===== src/rtl/wb_arbiter.sv =====
`default_nettype none
// ============================================================================
// Module   : wb_arbiter
// Brief    : Write-back arbiter in front of the register file write port.
//            Merges single-cycle ALU results with multi-cycle load returns,
//            tracks one outstanding load and raises Stall on hazards.
// Revision : 1.0 - initial release
// ============================================================================
module wb_arbiter #(
    parameter int W = 8,
    parameter int A = 2
) (
    input  logic         Clk,
    input  logic         Reset,
    input  logic         AluWe,
    input  logic [A-1:0] AluWaddr,
    input  logic [W-1:0] AluData,
    input  logic         LoadIssue,
    input  logic [A-1:0] LoadWaddr,
    input  logic         MemValid,
    input  logic [W-1:0] MemData,
    input  logic [A-1:0] RaddrA,
    input  logic [A-1:0] RaddrB,
    output logic         WriteEn,
    output logic [A-1:0] Waddr,
    output logic [W-1:0] DataIn,
    output logic         Stall,
    output logic         LoadBusy
);

    typedef enum logic [1:0] {
        S_IDLE   = 2'd0,
        S_WAIT   = 2'd1,
        S_COMMIT = 2'd2
    } state_t;

    state_t         r_state;
    logic           r_pend_valid;
    logic [A-1:0]   r_pend_addr;
    logic           r_hold_valid;
    logic [A-1:0]   r_hold_addr;
    logic [W-1:0]   r_hold_data;
    logic           r_we;
    logic [A-1:0]   r_waddr;
    logic [W-1:0]   r_data;
    logic           r_load_busy;

    state_t         w_state_nxt;
    logic           w_pend_valid_nxt;
    logic [A-1:0]   w_pend_addr_nxt;
    logic           w_hold_valid_nxt;
    logic [A-1:0]   w_hold_addr_nxt;
    logic [W-1:0]   w_hold_data_nxt;
    logic           w_we_nxt;
    logic [A-1:0]   w_waddr_nxt;
    logic [W-1:0]   w_data_nxt;
    logic           w_stall;
    logic           w_mem_wr;
    logic           w_alu_acc;
    logic           w_load_acc;

    // Hazard detection, next-state and write-port arbitration
    always_comb begin
        w_state_nxt      = r_state;
        w_pend_valid_nxt = r_pend_valid;
        w_pend_addr_nxt  = r_pend_addr;
        w_hold_valid_nxt = r_hold_valid;
        w_hold_addr_nxt  = r_hold_addr;
        w_hold_data_nxt  = r_hold_data;
        w_we_nxt         = 1'b0;
        w_waddr_nxt      = r_waddr;
        w_data_nxt       = r_data;

        w_mem_wr = (r_state == S_WAIT) && MemValid;

        // Read-after-load is held until the COMMIT->IDLE edge, which is the
        // edge at which the register file captures the load value.
        w_stall = (LoadIssue && (r_state != S_IDLE))
               || (r_pend_valid && ((RaddrA == r_pend_addr) || (RaddrB == r_pend_addr)))
               || ((r_state == S_WAIT) && AluWe && (AluWaddr == r_pend_addr))
               || (r_hold_valid && AluWe);

        w_alu_acc  = AluWe && !w_stall;
        w_load_acc = LoadIssue && !w_stall && (r_state == S_IDLE);

        case (r_state)
            S_IDLE: begin
                if (w_load_acc) begin
                    w_pend_valid_nxt = 1'b1;
                    w_pend_addr_nxt  = LoadWaddr;
                    w_state_nxt      = S_WAIT;
                end
            end
            S_WAIT: begin
                if (w_mem_wr) begin
                    w_state_nxt = S_COMMIT;
                end
            end
            S_COMMIT: begin
                w_pend_valid_nxt = 1'b0;
                w_state_nxt      = S_IDLE;
            end
            default: begin
                w_pend_valid_nxt = 1'b0;
                w_state_nxt      = S_IDLE;
            end
        endcase

        // Load return has the port; a coincident ALU write is parked and
        // drains during the following COMMIT cycle.
        if (w_mem_wr) begin
            w_we_nxt    = 1'b1;
            w_waddr_nxt = r_pend_addr;
            w_data_nxt  = MemData;
            if (w_alu_acc) begin
                w_hold_valid_nxt = 1'b1;
                w_hold_addr_nxt  = AluWaddr;
                w_hold_data_nxt  = AluData;
            end
        end else if (r_hold_valid) begin
            w_we_nxt         = 1'b1;
            w_waddr_nxt      = r_hold_addr;
            w_data_nxt       = r_hold_data;
            w_hold_valid_nxt = 1'b0;
        end else if (w_alu_acc) begin
            w_we_nxt    = 1'b1;
            w_waddr_nxt = AluWaddr;
            w_data_nxt  = AluData;
        end
    end

    // State, scoreboard, hold buffer and registered write port
    always_ff @(posedge Clk or negedge Reset) begin
        if (!Reset) begin
            r_state      <= S_IDLE;
            r_pend_valid <= 1'b0;
            r_pend_addr  <= '0;
            r_hold_valid <= 1'b0;
            r_hold_addr  <= '0;
            r_hold_data  <= '0;
            r_we         <= 1'b0;
            r_waddr      <= '0;
            r_data       <= '0;
            r_load_busy  <= 1'b0;
        end else begin
            r_state      <= w_state_nxt;
            r_pend_valid <= w_pend_valid_nxt;
            r_pend_addr  <= w_pend_addr_nxt;
            r_hold_valid <= w_hold_valid_nxt;
            r_hold_addr  <= w_hold_addr_nxt;
            r_hold_data  <= w_hold_data_nxt;
            r_we         <= w_we_nxt;
            r_waddr      <= w_waddr_nxt;
            r_data       <= w_data_nxt;
            r_load_busy  <= (w_state_nxt != S_IDLE);
        end
    end

    assign WriteEn  = r_we;
    assign Waddr    = r_waddr;
    assign DataIn   = r_data;
    assign Stall    = w_stall;
    assign LoadBusy = r_load_busy;

endmodule
`default_nettype wire


===== config.mk =====
export PLATFORM = sky130hd
export DESIGN_NAME = wb_arbiter
export DESIGN_NICKNAME = d
export VERILOG_FILES = /design/src/rtl/wb_arbiter.sv
export SDC_FILE = /design/constraint.sdc
export NUM_CORES = 1
export LEC_CHECK = 0
export ABC_AREA = 1
export BUFFER_PORTS_ARGS = -buffer_cell sky130_fd_sc_hd__buf_2
export CORE_MARGIN = 10
export CORE_UTILIZATION = 40
export CTS_BUF_LIST = sky130_fd_sc_hd__clkbuf_8
export DETAILED_ROUTE_END_ITERATION = 6
export GPL_TIMING_DRIVEN = 0
export PLACE_DENSITY = 0.69
export SLEW_MARGIN = 20
export SYNTH_ARGS = -nofsm -noshare
export SYNTH_HDL_FRONTEND = slang
export SYNTH_SLANG_ARGS = --single-unit

===== constraint.sdc =====
create_clock -name Clk -period 1.34 [get_ports Clk]
set_input_delay 0.268 -clock Clk [delete_from_list [all_inputs] [get_ports Clk]]
set_output_delay 0.268 -clock Clk [all_outputs]
set_load 0.05 [all_outputs]

==> flow_summary.json, run 1 <==
{
  "endpoint_kind": "primary output",
  "start_util_pct": 40.81,
  "antenna_found_initial": 0,
  "io_pins": 42,
  "fin_hold_ws_ps": -3.149,
  "port-buffer-count": 41,
  "drv_slew": 0,
  "cp_data_required_time_ps": 1070,
  "grt_pass1_vias": 1435,
  "yosysMostFrequentCell": "nand2_1",
  "dr_wl_met3_um": 257,
  "synth_top_family_by_area": "simple AND/OR/NAND/NOR gates",
  "drv_cap": 0,
  "cts_root_buf": "clkbuf_8",
  "nets": 290,
  "finalInstanceArea_sq_um": 2022,
  "dp_hpwl_mm": 2.945,
  "worstMarginPinSlew_ps": 638.8,
  "ys_seq_area_share_pct": 47.26,
  "reg2reg_from": "r_pend_addr[1]$_DFFE_PN0P_",
  "ant_nets": 0,
  "cts.path.max_buffers": 2,
  "cts_tree": "built",
  "path_cells": "buf_4, nand2_1, nand2_1, nand3_1, a21oi_2, nor2_4, buf_6, clkinvlp_4, buf_8",
  "ys.flop_type": "dfrtp_1",
  "outcome": "complete, but fails checks",
  "wl_met1_mm": 1.745,
  "crit_start": "r_pend_addr[0]$_DFFE_PN0P_",
  "violations": "hold timing, setup timing",
  "synth_xor_area_share_pct": 0.5907,
  "syn_area_sq_um": 1483,
  "synth_cells": 201,
  "rsz0062_at_grt": "yes",
  "cp_max_fo": 4,
  "crit_path_top_delay_cell": "dfrtp_2",
  "synthSimpleGateAreaFrac_pct": 37.47,
  "p_leak_nw": 1.109,
  "core_sq_um": 3633,
  "critPathArrivalTime_ps": 1600,
  "setup_viol": 28,
  "regArea_sq_um": 701.9,
  "first_pass_iters": 4,
  "cts_sinks": 28,
  "gp_congestion": 0.8865,
  "slew_headroom_pct": 57.41,
  "top_layer": "met4",
  "dieArea_sq_um": 6542,
  "multi_input_area_sq_um": 734.5,
  "ys_warn_count": 0,
  "rows": 22,
  "ys_seq_elements": 28,
  "synth_top_area_cell": "dfrtp_1",
  "clock.fmax_mhz": 534.1,
  "insertion_delay_ps": 280,
  "die_w_um": 80.88,
  "diodes": 0,
  "placed_area_sq_um": 1754,
  "start_kind": "flip-flop",
  "track_usage_pct": 12.59,
  "synth.area.mux_share_pct": 0,
  "drc_errors": 0,
  "total_power_mw": 5.250,
  "avgSynthCellArea_sq_um": 7.376,
  "synth_top_area_share_pct": 47.26,
  "synthArstFlopShare_pct": 100.0,
  "synth-compound-area-share_pct": 6.751,
  "cp_num_buf_inv": 4,
  "fin_skew_ps": 5.721,
  "synthTopCellsByCount": "88 x nand2_1, 28 x dfrtp_1, 15 x inv_1",
  "die_h_um": 80.88,
  "fin_ws_ps": -532.3,
  "synth_cell_types": 19,
  "drive_gt1_share_pct": 33.85,
  "routed-via-count": 1488,
  "power_density_nw_per_um2": 2597,
  "synth_area_leaders": "dfrtp_1 47%, nand2_1 22%, nand3_1 4.4%",
  "finalCritPeriodShare_pct": 139.7,
  "synthAdderAreaFrac_pct": 0,
  "grt_max_degree": 29,
  "critical_path.max_stage_delay_ps": 450,
  "vias_per_cell": 4.831,
  "clk_pin_slew_ps": 100,
  "critical_path_class": "reg2out",
  "path_delay_family": "buffers and inverters",
  "avgRoutedWirePerCell_um": 13.69,
  "wl_met2_mm": 2.153,
  "hold_buffers": 0,
  "synth_nets": 230,
  "fin_util_pct": 55.65,
  "cpMostUsedCell": "nand2_1",
  "hp-class": "in2async",
  "grt_pass1_wl_mm": 6.713,
  "synth-edff-count": 0,
  "post-place-ws_ps": -461.0,
  "peakVddDrop_v": 0.0008239,
  "cts-htree-levels": 1,
  "area_delta_synth_final_pct": 36.37,
  "grt_overflow": 0,
  "fill_cells": 345,
  "hold_viol_final": 5,
  "finalCriticalPeriod_ps": 1872,
  "first_iter_violations": 61,
  "drt_wl_total_mm": 4.217,
  "cts_buffers": 3
}
## placed cells by master, fill, tap and decap left out, types with 3 or more instances in the layout
| cell | synthesis | routed |
|---|---|---|
| inv_1 | 15 | 13 |
| nand2_2 | 2 | 5 |
| inv_2 | 2 | 3 |
| dfrtp_1 | 28 | 27 |
| buf_4 | 1 | 13 |
| buf_6 | 1 | 4 |
| a31oi_1 | 8 | 8 |
| nand3_1 | 13 | 13 |
| clkbuf_8 | 0 | 3 |
| clkbuf_2 | 0 | 3 |
| nand4_1 | 10 | 11 |
| nand2_1 | 88 | 83 |
| nor2_1 | 10 | 8 |
| buf_2 | 4 | 42 |
| o21ai_0 | 6 | 6 |
## per-stage QoR
| step | hold WS [ps] | TNS (ps) | instances |
|---|---|---|---|
| 2_1_floorplan | -27.59 | -219.7 | 201 |
| 5_1_grt | 38.48 | -8777 | 308 |
| 6_report | -3.149 | -5309 | 308 |
| 4_1_cts | 10.18 | -5373 | 303 |
| 3_5_place_dp | 314.6 | -4912 | 290 |
| 3_3_place_gp | 316.9 | -4651 | 290 |
## cell families (layout without fill, tap and decap cells)
family / count (synthesis) / count (layout)
AND/OR/NAND/NOR: 127 / 128
XOR/XNOR: 1 / 1
buffers and inverters: 27 / 85
flip-flops: 28 / 28
AO/OA/AOI/OAI: 18 / 18
## where the power goes
group	switching [mW]	internal, mW	total, mW
combinational	1.99	1.11	3.10
sequential	0.239	1.24	1.48
clock	0.272	0.400	0.672
## path summary, 6_finish.rpt
kind | depth (start not counted) | end | slack, ps
worst min-delay path | 1 | LoadBusy$_DFF_PN0_ | -3
min in group Clk | 2 | r_state[0]$_DFF_PN0_ | 210
max in group asynchronous | 1 | r_pend_addr[0]$_DFFE_PN0P_ | 890
worst min register to register | 2 | r_hold_data[4]$_DFFE_PN0P_ | 480
worst max-delay path | 9 | Stall | -530
worst max register to register | 10 | r_state[0]$_DFF_PN0_ | -230
## routing by layer
layer,vias up,global-route usage (%)
li1,767,-
met1,679,15.08
met2,38,21.74
met3,4,3.091
met4,0,3.806
met5,-,0
## registers in the layout (all words and copies together) (netlist names)
| register | count |
|---|---|
| DataIn | 8 |
| r_pend_addr | 2 |
| LoadBusy | 1 |
| r_pend_valid | 1 |
| r_hold_valid | 1 |
| r_hold_data | 8 |
| Waddr | 2 |
| WriteEn | 1 |
| r_state | 2 |
| r_hold_addr | 2 |
## area by class of cell
| type | instances | area share, % |
|---|---|---|
| clock buffer | 3 | 2.042 |
| buffer | 10 | 3.465 |
| multi-input combinational | 147 | 36.32 |
| timing repair buffer | 54 | 15.66 |
| sequential | 28 | 34.72 |
| clock inverter | 1 | 1.485 |
| tap | 48 | 2.970 |
| inverter | 17 | 3.342 |
## worst register-to-register path: cells and delay by family, from the launching register on
family	cells	cell delay, ps
DFF	1	420
buffers and inverters	3	420
AOI/OAI and AO/OA	2	270
and+or+nand+nor	5	350
## timing repair
action / 4_1_cts / 5_1_grt
pin swaps: 7 / 6
gates resized for setup: 17 / 12
cloned: 1 / 1
setup buffers: 8 / 4
setup endpoints to repair: 28 / 28
Power figures use the tool's default switching activity.
==> inputs of run 2 (changes only) <==
ABC_AREA = unset   (was 1)
==> flow_summary.json, run 2 <==
{
  "rows": 22,
  "die_w_um": 82.08,
  "synth_nets": 180,
  "path_cells": "xnor2_1, a22oi_1, o21a_2, buf_6, nand2_4, buf_8",
  "clk_pin_slew_ps": 90,
  "core_sq_um": 3689,
  "cts_buffers": 3,
  "crit_path_top_delay_cell": "dfrtp_2",
  "total_power_mw": 5.467,
  "avgSynthCellArea_sq_um": 10.21,
  "start_kind": "flip-flop",
  "area_delta_synth_final_pct": 36.61,
  "fill_cells": 350,
  "dp_hpwl_mm": 2.898,
  "cts.path.max_buffers": 2,
  "grt_pass1_vias": 1272,
  "syn_area_sq_um": 1541,
  "critPathArrivalTime_ps": 1590,
  "fin_hold_ws_ps": 4.240,
  "synthArstFlopShare_pct": 100.0,
  "cts-htree-levels": 1,
  "ant_nets": 0,
  "r2r_cells": 6,
  "r2r-end": "r_hold_data[1]$_DFFE_PN0P_",
  "drv_cap": 0,
  "drive_gt1_share_pct": 47.52,
  "die_h_um": 82.08,
  "ys.flop_type": "dfrtp_1",
  "ys_warn_count": 0,
  "first_pass_iters": 4,
  "violations": "setup timing",
  "dieArea_sq_um": 6737,
  "path_delay_family": "flip-flops",
  "synth_top_area_cell": "dfrtp_1",
  "finalCritPeriodShare_pct": 138.9,
  "cts_tree": "built",
  "cp_num_buf_inv": 2,
  "cts_root_buf": "clkbuf_8",
  "synth_cell_types": 26,
  "endpoint_kind": "primary output",
  "first_iter_violations": 86,
  "synth-edff-count": 0,
  "outcome": "complete, but fails checks",
  "slew_headroom_pct": 57.96,
  "ys_seq_area_share_pct": 45.45,
  "finalCriticalPeriod_ps": 1862,
  "worstMarginPinSlew_ps": 630.6,
  "hold_viol_final": 0,
  "track_usage_pct": 11.11,
  "drv_slew": 0,
  "antenna_found_initial": 0,
  "routed-via-count": 1369,
  "layout_commonest_cell": "buf_2",
  "grt_overflow": 0,
  "cts_sinks": 28,
  "power_density_nw_per_um2": 2596,
  "fin_skew_ps": 5.217,
  "ys_seq_elements": 28,
  "setup_viol": 28,
  "regArea_sq_um": 703.2,
  "synth_area_leaders": "dfrtp_1 45%, mux2_1 7.3%, mux2i_1 6.5%",
  "drt_wl_total_mm": 4.166,
  "start_util_pct": 41.79,
  "mostFrequentLayoutCells": "42 x buf_2, 26 x dfrtp_1, 13 x nand2_1",
  "peakVddDrop_v": 0.0008930,
  "p_leak_nw": 0.9389,
  "io_pins": 42,
  "synth_top_area_share_pct": 45.45,
  "drc_errors": 0,
  "port-buffer-count": 41,
  "diodes": 0,
  "multi_input_area_sq_um": 924.6,
  "critical_path_class": "reg2out",
  "synthTopCellsByCount": "28 x dfrtp_1, 14 x nand2_1, 13 x o21ai_0",
  "rsz0062_at_grt": "yes",
  "yosysMostFrequentCell": "dfrtp_1",
  "grt_max_degree": 29,
  "cp_max_fo": 4,
  "critical_path.max_stage_delay_ps": 460,
  "hold_buffers": 0,
  "insertion_delay_ps": 270,
  "cp_data_required_time_ps": 1070,
  "gp_congestion": 0.8187,
  "hp-class": "in2async",
  "vias_per_cell": 5.476,
  "synth_cells": 151,
  "fin_ws_ps": -521.9,
  "r2r_slack_ps": -470,
  "nets": 233,
  "grt_pass1_wl_mm": 6.016,
  "avgRoutedWirePerCell_um": 16.66,
  "reg2reg_from": "r_pend_addr[1]$_DFFE_PN0P_",
  "clock.fmax_mhz": 537.1
}
==> run 2: power breakdown <==
group,switching [mW],internal [mW],total [mW]
clock,0.243,0.202,0.445
sequential,0.337,1.27,1.61
combinational,1.96,1.45,3.42
==> run 2: cell type report <==
cell class              count  area share [%]
multi-input cells         107           43.91
flip-flops and latches     28           33.39
repair buffers             49           13.84
plain buffers              12           3.506
well taps                  48           2.852
clock buffers               3           1.961
inverters                   3          0.5348
==> run 2: worst max path at each step <==
stage                                           from                    endpoint  slack [ps]  cells past startpoint
after global placement    r_pend_addr[0]$_DFFE_PN0P_  r_hold_data[1]$_DFFE_PN0P_        -500                      6
after global routing      r_pend_addr[1]$_DFFE_PN0P_                       Stall        -560                      6
after CTS                 r_pend_addr[1]$_DFFE_PN0P_                       Stall        -520                      6
after floorplan           r_pend_addr[0]$_DFFE_PN0P_  r_hold_addr[0]$_DFFE_PN0P_        -350                      6
final                     r_pend_addr[1]$_DFFE_PN0P_                       Stall        -520                      6
after detailed placement  r_pend_addr[1]$_DFFE_PN0P_  r_hold_data[0]$_DFFE_PN0P_        -510                      6
==> run 2: cells by family (layout without fill, tap and decap cells) <==
group           after synthesis  in the layout  share of synthesized area, %
buf+inv                      16             67                         4.708
simple gates                 32             32                         10.55
xor+xnor                      6              6                         3.409
mux                          22             22                         15.26
flops                        28             28                         45.45
compound gates               47             47                         20.62
==> run 2: worst reg2reg max path, delay by kind of cell (launching register included) <==
family | cells | cell delay (ps)
mux | 1 | 300
flops | 1 | 460
compound gates | 2 | 420
simple gates | 1 | 240
xor+xnor | 1 | 140
buf+inv | 1 | 150
==> run 2: through the flow <==
stage / utilization [%] / instance area [sq um] / TNS, ps / instances / worst slack [ps]
finish: 57.09 / 2106 / -10490 / 250 / -521.9
global route: 57.09 / 2106 / -11800 / 250 / -564.4
CTS: 53.02 / 1956 / -10670 / 247 / -520.9
detailed placement: 49.29 / 1818 / -10580 / 240 / -514.4
global placement: 49.29 / 1818 / -10280 / 240 / -496.2
floorplan: - / 1553 / -5597 / 151 / -346.6
==> run 2: layer usage <==
layer  track usage (%)  share of wire (%)  vias up
met5                 0                  0        -
met4             3.061                1.8        0
met3             2.074                4.2       15
met2             18.10                 49       38
met1             14.68                 45      655
li1                  -                  -      661
==> run 2: timing repair <==
item | CTS | global route
setup endpoints to repair | 29 | 29
hold endpoints to repair | 0 | 0
pin swaps | 4 | 6
cloned | 0 | 1
gates resized for setup | 19 | 39
setup buffers | 6 | 2
